--- src/rtl/imm_extend_unit_if.sv ---
// Operand-in / result-out bundle for the immediate extender.
// The "master" side is the decode stage and execute stage together; "slave" is the extender.
interface imm_extend_unit_if #(
  parameter int IN_BITS  = 16,
  parameter int OUT_BITS = 32,
  parameter int TAG_BITS = 5
);
  logic                in_valid;
  logic                in_ready;
  logic [IN_BITS-1:0]  in_imm;
  logic [2:0]          in_mode;
  logic [TAG_BITS-1:0] in_tag;
  logic                out_valid;
  logic                out_ready;
  logic [OUT_BITS-1:0] out_data;
  logic [TAG_BITS-1:0] out_tag;
  logic                out_err;
  logic                err_sticky;
  logic                clear_err;

  modport master (
    output in_valid, in_imm, in_mode, in_tag, out_ready, clear_err,
    input  in_ready, out_valid, out_data, out_tag, out_err, err_sticky
  );

  modport slave (
    input  in_valid, in_imm, in_mode, in_tag, out_ready, clear_err,
    output in_ready, out_valid, out_data, out_tag, out_err, err_sticky
  );
endinterface

--- src/rtl/imm_extend_unit.sv ---
// Mode-selectable immediate extender between decode and execute.
// The result is computed once at acceptance and held in a two-entry skid
// buffer (R0 = output register, R1 = skid), so in_ready depends on
// registered state only and one operand per cycle is sustained.
module imm_extend_unit #(
  parameter int IN_BITS  = 16,
  parameter int OUT_BITS = 32,
  parameter int TAG_BITS = 5,
  parameter int BR_SHIFT = 2
) (
  input  logic              clk,
  input  logic              rst_n,
  imm_extend_unit_if.slave  bus
);

  localparam logic [1:0] ST_EMPTY = 2'd0;
  localparam logic [1:0] ST_ONE   = 2'd1;
  localparam logic [1:0] ST_TWO   = 2'd2;

  // Returns {err, data}. Reserved modes give zero data with err set.
  function automatic logic [OUT_BITS:0] extend_imm(
    input logic [IN_BITS-1:0] imm,
    input logic [2:0]         mode
  );
    logic [OUT_BITS-1:0] sext;
    logic [OUT_BITS-1:0] res;
    logic                err;
    sext                = {OUT_BITS{imm[IN_BITS-1]}};
    sext[IN_BITS-1:0]   = imm;
    res                 = '0;
    err                 = 1'b0;
    case (mode)
      3'b000: res = sext;
      3'b001: res = OUT_BITS'(imm);
      3'b010: res = OUT_BITS'(imm) << (OUT_BITS - IN_BITS);
      3'b011: begin
        res      = {OUT_BITS{imm[7]}};
        res[7:0] = imm[7:0];
      end
      3'b100: res = OUT_BITS'(imm[7:0]);
      3'b101: res = sext << BR_SHIFT;
      default: begin
        res = '0;
        err = 1'b1;
      end
    endcase
    return {err, res};
  endfunction

  logic [1:0]          state;
  logic                in_ready_int;
  logic                out_valid_int;
  logic                in_fire;
  logic                out_fire;
  logic [OUT_BITS:0]   ext_p0;
  logic [OUT_BITS-1:0] ext_data_p0;
  logic                ext_err_p0;

  logic [OUT_BITS-1:0] r0_data_p1;
  logic [TAG_BITS-1:0] r0_tag_p1;
  logic                r0_err_p1;
  logic [OUT_BITS-1:0] r1_data_p1;
  logic [TAG_BITS-1:0] r1_tag_p1;
  logic                r1_err_p1;
  logic                sticky;

  assign in_ready_int  = (state != ST_TWO);
  assign out_valid_int = (state != ST_EMPTY);
  assign in_fire       = bus.in_valid & in_ready_int;
  assign out_fire      = out_valid_int & bus.out_ready;

  // Stage p0: combinational extension of the operand being offered
  assign ext_p0      = extend_imm(bus.in_imm, bus.in_mode);
  assign ext_data_p0 = ext_p0[OUT_BITS-1:0];
  assign ext_err_p0  = ext_p0[OUT_BITS];

  // Stage p1: skid-buffer state machine moving results through R0/R1
  always_ff @(posedge clk or negedge rst_n) begin
    if (!rst_n) begin
      state      <= ST_EMPTY;
      r0_data_p1 <= '0;
      r0_tag_p1  <= '0;
      r0_err_p1  <= 1'b0;
      r1_data_p1 <= '0;
      r1_tag_p1  <= '0;
      r1_err_p1  <= 1'b0;
    end else begin
      case (state)
        ST_EMPTY: begin
          if (in_fire) begin
            r0_data_p1 <= ext_data_p0;
            r0_tag_p1  <= bus.in_tag;
            r0_err_p1  <= ext_err_p0;
            state      <= ST_ONE;
          end
        end
        ST_ONE: begin
          if (in_fire && out_fire) begin
            r0_data_p1 <= ext_data_p0;
            r0_tag_p1  <= bus.in_tag;
            r0_err_p1  <= ext_err_p0;
          end else if (in_fire) begin
            r1_data_p1 <= ext_data_p0;
            r1_tag_p1  <= bus.in_tag;
            r1_err_p1  <= ext_err_p0;
            state      <= ST_TWO;
          end else if (out_fire) begin
            state <= ST_EMPTY;
          end
        end
        ST_TWO: begin
          if (out_fire) begin
            r0_data_p1 <= r1_data_p1;
            r0_tag_p1  <= r1_tag_p1;
            r0_err_p1  <= r1_err_p1;
            state      <= ST_ONE;
          end
        end
        default: state <= ST_EMPTY;
      endcase
    end
  end

  // Sticky reserved-mode flag; a new error wins over a simultaneous clear
  always_ff @(posedge clk or negedge rst_n) begin
    if (!rst_n) begin
      sticky <= 1'b0;
    end else if (in_fire && ext_err_p0) begin
      sticky <= 1'b1;
    end else if (bus.clear_err) begin
      sticky <= 1'b0;
    end
  end

  assign bus.in_ready   = in_ready_int;
  assign bus.out_valid  = out_valid_int;
  assign bus.out_data   = r0_data_p1;
  assign bus.out_tag    = r0_tag_p1;
  assign bus.out_err    = r0_err_p1;
  assign bus.err_sticky = sticky;

endmodule

--- src/flat_wrapper.sv ---
// flat-port wrapper written by rule: the top's interface ports become plain ports
module imm_extend_unit_flat 
#(
  parameter int IN_BITS  = 16,
  parameter int OUT_BITS = 32,
  parameter int TAG_BITS = 5,
  parameter int BR_SHIFT = 2
)
  (clk, rst_n, bus_in_valid, bus_in_imm, bus_in_mode, bus_in_tag, bus_out_ready, bus_clear_err, bus_in_ready, bus_out_valid, bus_out_data, bus_out_tag, bus_out_err, bus_err_sticky);
  imm_extend_unit_if #(.IN_BITS(IN_BITS), .OUT_BITS(OUT_BITS), .TAG_BITS(TAG_BITS)) bus_i ();
  input  logic clk;
  input  logic rst_n;
  input wire logic [$bits(bus_i.in_valid)-1:0] bus_in_valid;
  input wire logic [$bits(bus_i.in_imm)-1:0] bus_in_imm;
  input wire logic [$bits(bus_i.in_mode)-1:0] bus_in_mode;
  input wire logic [$bits(bus_i.in_tag)-1:0] bus_in_tag;
  input wire logic [$bits(bus_i.out_ready)-1:0] bus_out_ready;
  input wire logic [$bits(bus_i.clear_err)-1:0] bus_clear_err;
  output wire logic [$bits(bus_i.in_ready)-1:0] bus_in_ready;
  output wire logic [$bits(bus_i.out_valid)-1:0] bus_out_valid;
  output wire logic [$bits(bus_i.out_data)-1:0] bus_out_data;
  output wire logic [$bits(bus_i.out_tag)-1:0] bus_out_tag;
  output wire logic [$bits(bus_i.out_err)-1:0] bus_out_err;
  output wire logic [$bits(bus_i.err_sticky)-1:0] bus_err_sticky;
  assign bus_i.in_valid = bus_in_valid;
  assign bus_i.in_imm = bus_in_imm;
  assign bus_i.in_mode = bus_in_mode;
  assign bus_i.in_tag = bus_in_tag;
  assign bus_i.out_ready = bus_out_ready;
  assign bus_i.clear_err = bus_clear_err;
  assign bus_in_ready = bus_i.in_ready;
  assign bus_out_valid = bus_i.out_valid;
  assign bus_out_data = bus_i.out_data;
  assign bus_out_tag = bus_i.out_tag;
  assign bus_out_err = bus_i.out_err;
  assign bus_err_sticky = bus_i.err_sticky;
  imm_extend_unit #(.IN_BITS(IN_BITS), .OUT_BITS(OUT_BITS), .TAG_BITS(TAG_BITS), .BR_SHIFT(BR_SHIFT)) u_core (.clk(clk), .rst_n(rst_n), .bus(bus_i));
endmodule
--- config.mk ---
export PLATFORM = sky130hd
export DESIGN_NAME = imm_extend_unit_flat
export DESIGN_NICKNAME = d
export VERILOG_FILES = /design/src/rtl/imm_extend_unit_if.sv /design/src/rtl/imm_extend_unit.sv /design/src/flat_wrapper.sv
export SDC_FILE = /design/constraint.sdc
export NUM_CORES = 1
export LEC_CHECK = 0
export CORE_ASPECT_RATIO = 1.4
export CORE_MARGIN = 1
export CORE_UTILIZATION = 45
export CTS_CLUSTER_DIAMETER = 40
export CTS_CLUSTER_SIZE = 14
export DETAILED_ROUTE_END_ITERATION = 10
export HOLD_SLACK_MARGIN = 0.12
export PLACE_DENSITY_LB_ADDON = 0.1
export SYNTH_ARGS = -nofsm -noshare
export SYNTH_HDL_FRONTEND = slang
export SYNTH_SLANG_ARGS = --single-unit
--- constraint.sdc ---
create_clock -name clk -period 4.25 [get_ports clk]
set_clock_uncertainty 0.2 [all_clocks]
set_input_delay 0.85 -clock clk [delete_from_list [all_inputs] [get_ports clk]]
set_output_delay 0.85 -clock clk [all_outputs]
set_load 0.1 [all_outputs]
==> run metrics, run 1 <==
Tmin final=3.12 ns; largest family of logic cells by synthesized area=compound AO/OA/AOI/OAI gates; Final Wtd Congestion=0.837; Pre-Repair DR Iteration Count=4; endpoint class of the critical path=output port; mux cell area share after synthesis=4.09%; antenna-violating nets left=0; worst path arrival time=roughly 2.1 ns; mean post-synth cell area=10.1 um^2; share of the yosys chip area belonging to registers=around 49%; yosys warns=0; maximum root-to-sink buffer count=2; CTS resizes=0; Hold Path End=u_core.r1_data_p1[16]; GRT Util Overall=23.0%; post-synth top area share=49.3%; Ports=70; number of global-route vias before repair=3087; drt initial violations=about 260; commonest cells in the netlist=dfrtp_1 (79), nand2_1 (74), o21ai_0 (32); nets=477; worst hold start=u_core.r1_data_p1[16]; worst IR drop on VDD=between 0.4 and 0.5 mV; H-tree levels=3; die footprint=9290 um^2; R2R Setup Slk=between 2 and 2.5 ns; Netlist cell types=45; post-synth top area cell=dfrtp_1; R2R cell count=5; cts hold-fix bufs=0; Compound-Gate Fraction of Synth Area=between 20% and 30%; Worst R2R End=u_core.bus.out_data[0]; #FFs+latches synth=79; period utilisation layout=73.3%; Post-Synth Simple-Gate Area=17.5%; XOR/XNOR Fraction of Synth Area=less than 1%; antenna cell count=0; first-pass GRT wire length=around 16000 um; Sink Count=just under 80; number of port buffers=69; share of layout cells above drive strength 1=under 10%; Synth Flop Type=dfrtp_1; status=finished clean; Max Transition Viols Final=0; Post-Route WL=9750 um; initial antenna violation count=0; Post-Synth Adder-Cell Area=0%; DRC Markers=0; Area contributors post-synth=dfrtp_1 (49%), nand2_1 (6.9%), a22o_1 (5.0%), o21ai_0 (4.0%), nor2b_1 (3.1%); Vias=3210; Max Freq=0.321 GHz; worst hold stages=2; worst min-delay path class=flip-flop to flip-flop; Fillers=766; leakage=~2.2 nW; async set or reset register ratio after synthesis=100%; die width=81.7 um; Power, Total=3.10 mW; cell with the most instances after synthesis=dfrtp_1; syn nets=approximately 420; TritonCTS buffer count=9; Initial Util=46.5%; DPL Wire Length=between 6000 and 7000 um; pwr/cell area=628 nW/um^2; RSZ-0062 raised after global routing=false; RR Startpoint=u_core.state[1]; Post-synth EDFFs=0; GRT overflow=0; Max FO, Critical Path=5; Die Height=114 um; wire length per cell=17.5 um; TritonCTS clock tree=yes; multi-input logic area=approximately 1800 um^2; FP Rows=40; via/cell ratio=5.75; Mapped Area=4010 um^2; normalized max-slew margin=32.1%; Post-CTS Setup Repair Bufs=0; largest net degree at the start of global routing=80; TNS Setup=0 ns; clk_lat worst skew=0.34 ns; max cap viols=0; worst setup path class=flip-flop to output port; Synth Instances=395; total core area=8610 um^2; Worst setup SP type=flip-flop; Setup-failing EPs final=0; Root Driver=clkbuf_16; area grow syn2layout=23.1%; Worst-Margin Slew=roughly 1.0 ns; Reg clk slew, reported paths=~0.060 ns; Req. time, crit path=3.20 ns; Register Area=1980 um^2; endpoints failing hold=0
critical path, cell delays in order, from the launching register on:
cell and delay (ns):
dfrtp_1 0.46, or2_2 0.15, clkdlybuf4s50_1 1.12
per-stage QoR:
step / hold WS, ns / util [%] / instances / area, um^2 / setup WS (ns)
floorplan: 0.250 / - / 395 / 4010 / 2.02
global placement: 0.261 / 53.8 / 542 / 4630 / 0.916
detailed placement: 0.266 / 53.8 / 542 / 4630 / 0.895
CTS: 0.281 / 57.3 / 558 / 4930 / 1.12
global route: 0.297 / 57.3 / 558 / 4930 / 1.03
finish: 0.279 / 57.3 / 558 / 4930 / 1.13
layer usage:
layer  global-route usage [%]  up-vias  share of wire [%]
li1                         -     1524                  -
met1                     30.3     1581                 43
met2                     36.6       92                 51
met3                     3.52       13                4.2
met4                     10.9        0                1.8
met5                        0        -                  0
layout make-up:
type | count | area share [%]
inverters | 3 | 0.228
well taps | 105 | 2.66
flip-flops and latches | 79 | 40.1
repair buffers | 74 | 14.7
clock inverters | 7 | 1.50
multi-input cells | 281 | 36.3
clock buffers | 9 | 4.57
sequential cells by signal, indices dropped and copies added, names as in the netlist:
| name | flops |
|---|---|
| u_core.bus.err_sticky | 1 |
| u_core.r1_tag_p1 | 5 |
| u_core.bus.out_err | 1 |
| u_core.state | 2 |
| u_core.r1_data_p1 | 32 |
| u_core.bus.out_tag | 5 |
| u_core.bus.out_data | 32 |
| u_core.r1_err_p1 | 1 |
report_power, final:
part           total [mW]  internal [mW]  switching [mW]
registers            1.04          0.937           0.102
clock network       0.777          0.455           0.321
logic                1.28          0.348           0.931
total                3.10           1.74            1.36
placed cells by master, fill, tap and decap left out, types with 2 or more instances in the layout:
cell type	instances
o21ai_0	32
o21a_1	3
clkinv_2	2
o22ai_1	2
a2bb2oi_1	6
mux2i_1	7
and4b_1	2
clkinv_4	3
a311oi_1	3
mux2_2	7
o221ai_1	9
nor2b_1	19
nand2b_1	13
nand3_1	5
a21o_1	5
nand2_1	74
nand3b_1	4
dfrtp_1	79
buf_4	7
clkdlybuf4s50_1	67
nor2_1	13
clkbuf_16	9
inv_1	3
nand2b_4	2
o21ai_1	2
a22o_1	23
a32o_1	12
a21oi_1	16
a41oi_1	4
and2_1	2
cells by family (layout without fill, tap and decap cells):
group                     count (synthesis)  after routing
and+or+nand+nor                         141            141
muxes                                    15             15
buffers and inverters                    35             93
DFF                                      79             79
xor gates and xnor gates                  1              1
AOI/OAI and AO/OA                       124            124
worst max-delay path by stage:
stage | depth (start not counted) | end | startpoint
finish | 2 | bus_out_valid | u_core.state[0]
global route | 5 | u_core.bus.out_data[14] | bus_in_mode[0]
floorplan | 4 | bus_in_ready | u_core.state[1]
CTS | 2 | bus_out_valid | u_core.state[0]
global placement | 5 | u_core.bus.out_data[11] | bus_in_mode[0]
detailed placement | 5 | u_core.bus.out_data[11] | bus_in_mode[0]
Power figures use the tool's default switching activity.
==> run 2: changes to the inputs <==
==> constraint.sdc (replaced) <==
create_clock -name clk -period 2.51 [get_ports clk]
set_clock_uncertainty 0.2 [all_clocks]
set_input_delay 0.502 -clock clk [delete_from_list [all_inputs] [get_ports clk]]
set_output_delay 0.502 -clock clk [all_outputs]
set_load 0.1 [all_outputs]
==> run metrics, run 2 (synthesis results as in run 1) <==
status=finished clean; maximum root-to-sink buffer count=2 (unchanged); TritonCTS buffer count=9 (unchanged); H-tree levels=3 (unchanged); Reg clk slew, reported paths=0.06 ns (about the same); Worst Setup SP=u_core.state[1]; multi-input logic area=1790 um^2 (unchanged); leakage=2.45 nW (+11%); Fillers=758 (-1.0%); RSZ-0062 raised after global routing=false; die width=81.7 um (unchanged); Placed Cells=570 (+5.2%); die footprint=9290 um^2 (unchanged); clk_lat worst skew=0.33 ns (about the same); DRC Markers=0 (unchanged); Slowest cell on crit path=dfrtp_1; Pre-Repair DR Iteration Count=4 (unchanged); number of global-route vias before repair=3328 (+7.8%); via/cell ratio=5.58 (-3.0%); largest net degree at the start of global routing=43 (-46%); DPL Wire Length=7400 um (+15%); Tmin final=2.28 ns; max cap viols=0 (unchanged); nets=506 (+6.1%); initial antenna violation count=0 (unchanged); Vias=3275 (+2.0%); Setup-failing EPs final=0 (unchanged); Max Freq=0.438 GHz; Die Height=114 um (unchanged); Sink Count=79 (unchanged); critical-path cell list=nor2b_2 -> inv_1 -> buf_12; Largest delay share family, worst path=buffers and inverters; endpoint class of the critical path=output port; antenna-violating nets left=0 (unchanged); Max FO, Critical Path=13 (+8); TritonCTS clock tree=yes; FP Rows=40 (unchanged); worst IR drop on VDD=0.597 mV (+47%); share of layout cells above drive strength 1=23.0% (+14 points); worst setup path class=flip-flop to output port; period utilisation layout=91.0%; Post-CTS Setup Repair Bufs=0 (unchanged); Req. time, crit path=1.81 ns (-1.39 ns); Crit path largest cell delay=0.41 ns (-0.71 ns); endpoints failing hold=0 (unchanged); Root Driver=clkbuf_16; area grow syn2layout=29.2%; pwr/cell area=1040 nW/um^2 (+65%); worst path arrival time=1.58 ns (-0.49 ns); Register Area=1980 um^2 (unchanged); Buf/Inv on CP=2 (+1); first-pass GRT wire length=17100 um (+7.6%); Max Transition Viols Final=0 (unchanged); wire length per cell=17.6 um (+0.88%); Ports=70 (unchanged); number of port buffers=69 (unchanged); Initial Util=46.5% (unchanged); antenna cell count=0 (unchanged); highest-count cells in the layout ignoring fill and taps=dfrtp_1 (79), nand2_1 (74), buf_4 (67); drt initial violations=169 (-34%); most common cell after layout, fill and taps aside=dfrtp_1; worst min-delay path class=flip-flop to flip-flop; RR Startpoint=u_core.state[1]; Post-Route WL=10400 um (+6.1%); normalized max-slew margin=60.9% (+29 points); fin cells=587 (+5.2%); GRT Util Overall=24.7% (+1.7 points); total core area=8610 um^2 (unchanged); TNS Setup=0 ns (unchanged); GRT overflow=0 (unchanged); worst hold start=u_core.bus.out_data[31]; Worst setup SP type=flip-flop; Worst-Margin Slew=0.587 ns (-0.432 ns); Final Wtd Congestion=0.894 (+6.8%)
## run 2: cell types whose count changed in the layout (fill, tap and decap cells not counted), sizes merged
cell,change
clkinvlp,+1
bufinv,+1
clkdlybuf4s50,-40
buf,+68
clkinv,-2
dlygate4sd3,+1
## run 2: where the power goes
| part | leakage [nW] | switching [mW] | internal [mW] | total [mW] |
|---|---|---|---|---|
| clock | 0.152 | 0.521 | 0.871 | 1.39 |
| combinational | 1.27 | 1.60 | 0.601 | 2.20 |
| sequential | 1.03 | 0.182 | 1.59 | 1.77 |
## run 2: path summary, 6_finish.rpt
kind                                            to  slack (ns)  depth (start not counted)
setup reg to reg           u_core.bus.out_data[25]        0.47                          7
hold reg to reg            u_core.bus.out_data[31]        0.28                          1
setup / recovery                      bus_in_ready        0.23                          3
min in group asynchronous  u_core.bus.out_data[21]        0.51                          2
max in group asynchronous  u_core.bus.out_data[29]        1.02                          3
hold / removal             u_core.bus.out_data[31]        0.28                          1
## run 2: area by class of cell
type                    instances  share of cell area [%]
inverters                       3                   0.218
well taps                     105                    2.54
repair buffers                103                    18.2
clock buffers                   9                    4.35
multi-input cells             281                    34.6
flip-flops and latches         79                    38.2
clock inverters                 7                    1.89
## run 2: layer usage
layer | vias to the layer above | track usage [%] | routed length [um]
li1 | 1578 | - | -
met1 | 1603 | 31.7 | 4600
met2 | 78 | 40.2 | 5210
met3 | 16 | 4.40 | 316
met4 | 0 | 10.8 | 225
met5 | - | 0 | 0
## run 2: through the flow
step | setup slack, ns | hold slack (ns) | cell area [um^2] | util [%] | power, mW
floorplan | 0.578 | 0.00641 | 4010 | - | 3.44
global placement | 0.0444 | 0.264 | 4840 | 56.3 | 3.97
detailed placement | 0.0396 | 0.268 | 4840 | 56.3 | 4.00
CTS | 0.250 | 0.281 | 5180 | 60.1 | 5.41
global route | 0.204 | 0.300 | 5180 | 60.1 | 5.58
finish | 0.225 | 0.282 | 5180 | 60.1 | 5.37
## run 2: what timing repair did
item	CTS	global route
hold buffers	1	0
gates resized for setup	0	0
endpoints found under the hold margin	39	0
==> run 3: changes to the inputs <==
--- a/config.mk
+++ b/config.mk
@@ -6,7 +6,7 @@
 export NUM_CORES = 1
 export LEC_CHECK = 0
 export CORE_ASPECT_RATIO = 1.4
-export CORE_MARGIN = 1
+export CORE_MARGIN = 4
 export CORE_UTILIZATION = 45
 export CTS_CLUSTER_DIAMETER = 40
 export CTS_CLUSTER_SIZE = 14
==> constraint.sdc (replaced) <==
create_clock -name clk -period 3 [get_ports clk]
set_clock_uncertainty 0.2 [all_clocks]
set_input_delay 0.6 -clock clk [delete_from_list [all_inputs] [get_ports clk]]
set_output_delay 0.6 -clock clk [all_outputs]
set_load 0.1 [all_outputs]
==> run metrics, run 3 (synthesis results as in run 1) <==
most common cell after layout, fill and taps aside=dfrtp_1; normalized max-slew margin=54.9% (-6.0 points); maximum root-to-sink buffer count=2 (unchanged); Final Wtd Congestion=0.903 (+1.0%); Power, Total=4.46 mW (-17%); cts hold-fix bufs=1 (unchanged); TritonCTS clock tree=yes; Vias=3238 (-1.1%); FP Rows=40 (unchanged); Crit path largest cell delay=0.63 ns (+0.22 ns); share of layout cells above drive strength 1=20.3% (-2.7 points); total core area=8660 um^2 (+0.58%); Max Freq=roughly 0.43 GHz; nets=492 (-2.8%); number of port buffers=69 (unchanged); TritonCTS buffer count=9 (unchanged); Tmin final=2.34 ns; wire length per cell=17.3 um (-1.9%); antenna-violating nets left=0 (unchanged); die width=87.7 um (+7.3%); endpoint class of the critical path=flip-flop; Sink Count=79 (unchanged); Root Driver=clkbuf_16; antenna cell count=0 (unchanged); status=finished clean; die footprint=10500 um^2 (+13%); worst IR drop on VDD=0.605 mV (+1.4%); DPL Wire Length=7200 um (-2.8%); Setup-failing EPs final=0 (unchanged); Pre-Repair DR Iteration Count=4 (unchanged); worst path arrival time=2.37 ns (+0.79 ns); worst min-delay path class=flip-flop to flip-flop; Reg clk slew, reported paths=0.06 ns (about the same); worst setup path class=primary input to flip-flop; Req. time, crit path=3.02 ns (+1.21 ns); clk_lat worst skew=0.34 ns (about the same); Worst setup SP type=primary input; area grow syn2layout=25.4%; Initial Util=46.3% (-0.27 points); pwr/cell area=887 nW/um^2 (-14%); Ports=70 (unchanged); via/cell ratio=5.65 (+1.3%); highest-count cells in the layout ignoring fill and taps=dfrtp_1 (79), nand2_1 (74), buf_4 (57); Max Transition Viols Final=0 (unchanged); TNS Setup=0 ns (unchanged); Post-CTS Setup Repair Bufs=0 (unchanged); CTS resizes=0 (unchanged); critical-path cell list=clkdlybuf4s50_1 -> buf_4 -> nand2_1 -> nand3_2 -> nand2_2 -> a32o_1; H-tree levels=3 (unchanged); Die Height=120 um (+5.3%); max cap viols=0 (unchanged); GRT overflow=0 (unchanged); RSZ-0062 raised after global routing=false; GRT Util Overall=20.1% (-4.6 points); Buf/Inv on CP=2 (unchanged); endpoints failing hold=0 (unchanged); Worst-Margin Slew=0.677 ns (+0.0901 ns); Slowest cell on crit path=clkdlybuf4s50_1; Max FO, Critical Path=18 (+5); drt initial violations=149 (-12%); initial antenna violation count=0 (unchanged); DRC Markers=0 (unchanged); Post-Route WL=9910 um (-4.3%); number of global-route vias before repair=3193 (-4.1%); leakage=2.38 nW (-3.2%); largest net degree at the start of global routing=51 (+19%); Largest delay share family, worst path=buffers and inverters; period utilisation layout=roughly four fifths; first-pass GRT wire length=16200 um (-5.1%)
-- run 3: changes by cell type in the layout (fill, tap and decap cells not counted), sizes merged --
cell | previous run | this run
buf | 75 | 61
clkbuf | 9 | 13
clkinvlp | 2 | 0
clkinv | 3 | 1
-- run 3: worst paths after layout --
| check | from | endpoint | slack (ns) | depth (start not counted) |
|---|---|---|---|---|
| max | bus_in_mode[1] | u_core.bus.out_data[28] | 0.66 | 6 |
| max reg2reg | u_core.state[0] | u_core.bus.out_data[22] | 0.94 | 5 |
| min reg2reg | u_core.r1_data_p1[23] | u_core.r1_data_p1[23] | 0.28 | 1 |
| min | u_core.r1_data_p1[23] | u_core.r1_data_p1[23] | 0.28 | 1 |
| min in group asynchronous | rst_n | u_core.r1_data_p1[20] | 0.65 | 2 |
| max in group asynchronous | rst_n | u_core.bus.out_data[16] | 1.37 | 3 |
-- run 3: cell type report --
cell class	count	area (um^2)
clock buffers	13	260
clock inverters	3	65.1
fillers	733	3630
inverters	3	11.3
multi-input cells	281	1790
flip-flops and latches	79	1980
well taps	105	131
repair buffers	89	788
-- run 3: routing by layer --
layer  part of all wire [%]  track usage (%)  vias up  wire length, um
met5                      0                0        -                0
met4                    2.8             8.93        0              280
li1                       -                -     1551                -
met2                     48             30.7       94             4780
met3                    6.3             6.25       24              626
met1                     43             25.8     1569             4220
-- run 3: through the flow --
step,worst slack [ns],util (%),area (um^2),hold WS (ns),instances
3_3_place_gp,0.324,54.1,4690,0.260,556
2_1_floorplan,1.02,-,4010,0.104,395
5_1_grt,0.527,58.0,5020,0.296,573
4_1_cts,0.662,58.0,5020,0.283,573
3_5_place_dp,0.299,54.1,4690,0.270,556
6_report,0.658,58.0,5020,0.279,573
-- run 3: power breakdown --
| group | switching (mW) | total [mW] | internal [mW] |
|---|---|---|---|
| logic | 1.33 | 1.81 | 0.476 |
| registers | 0.141 | 1.47 | 1.33 |
| clock network | 0.408 | 1.18 | 0.773 |
| total | 1.88 | 4.46 | 2.58 |
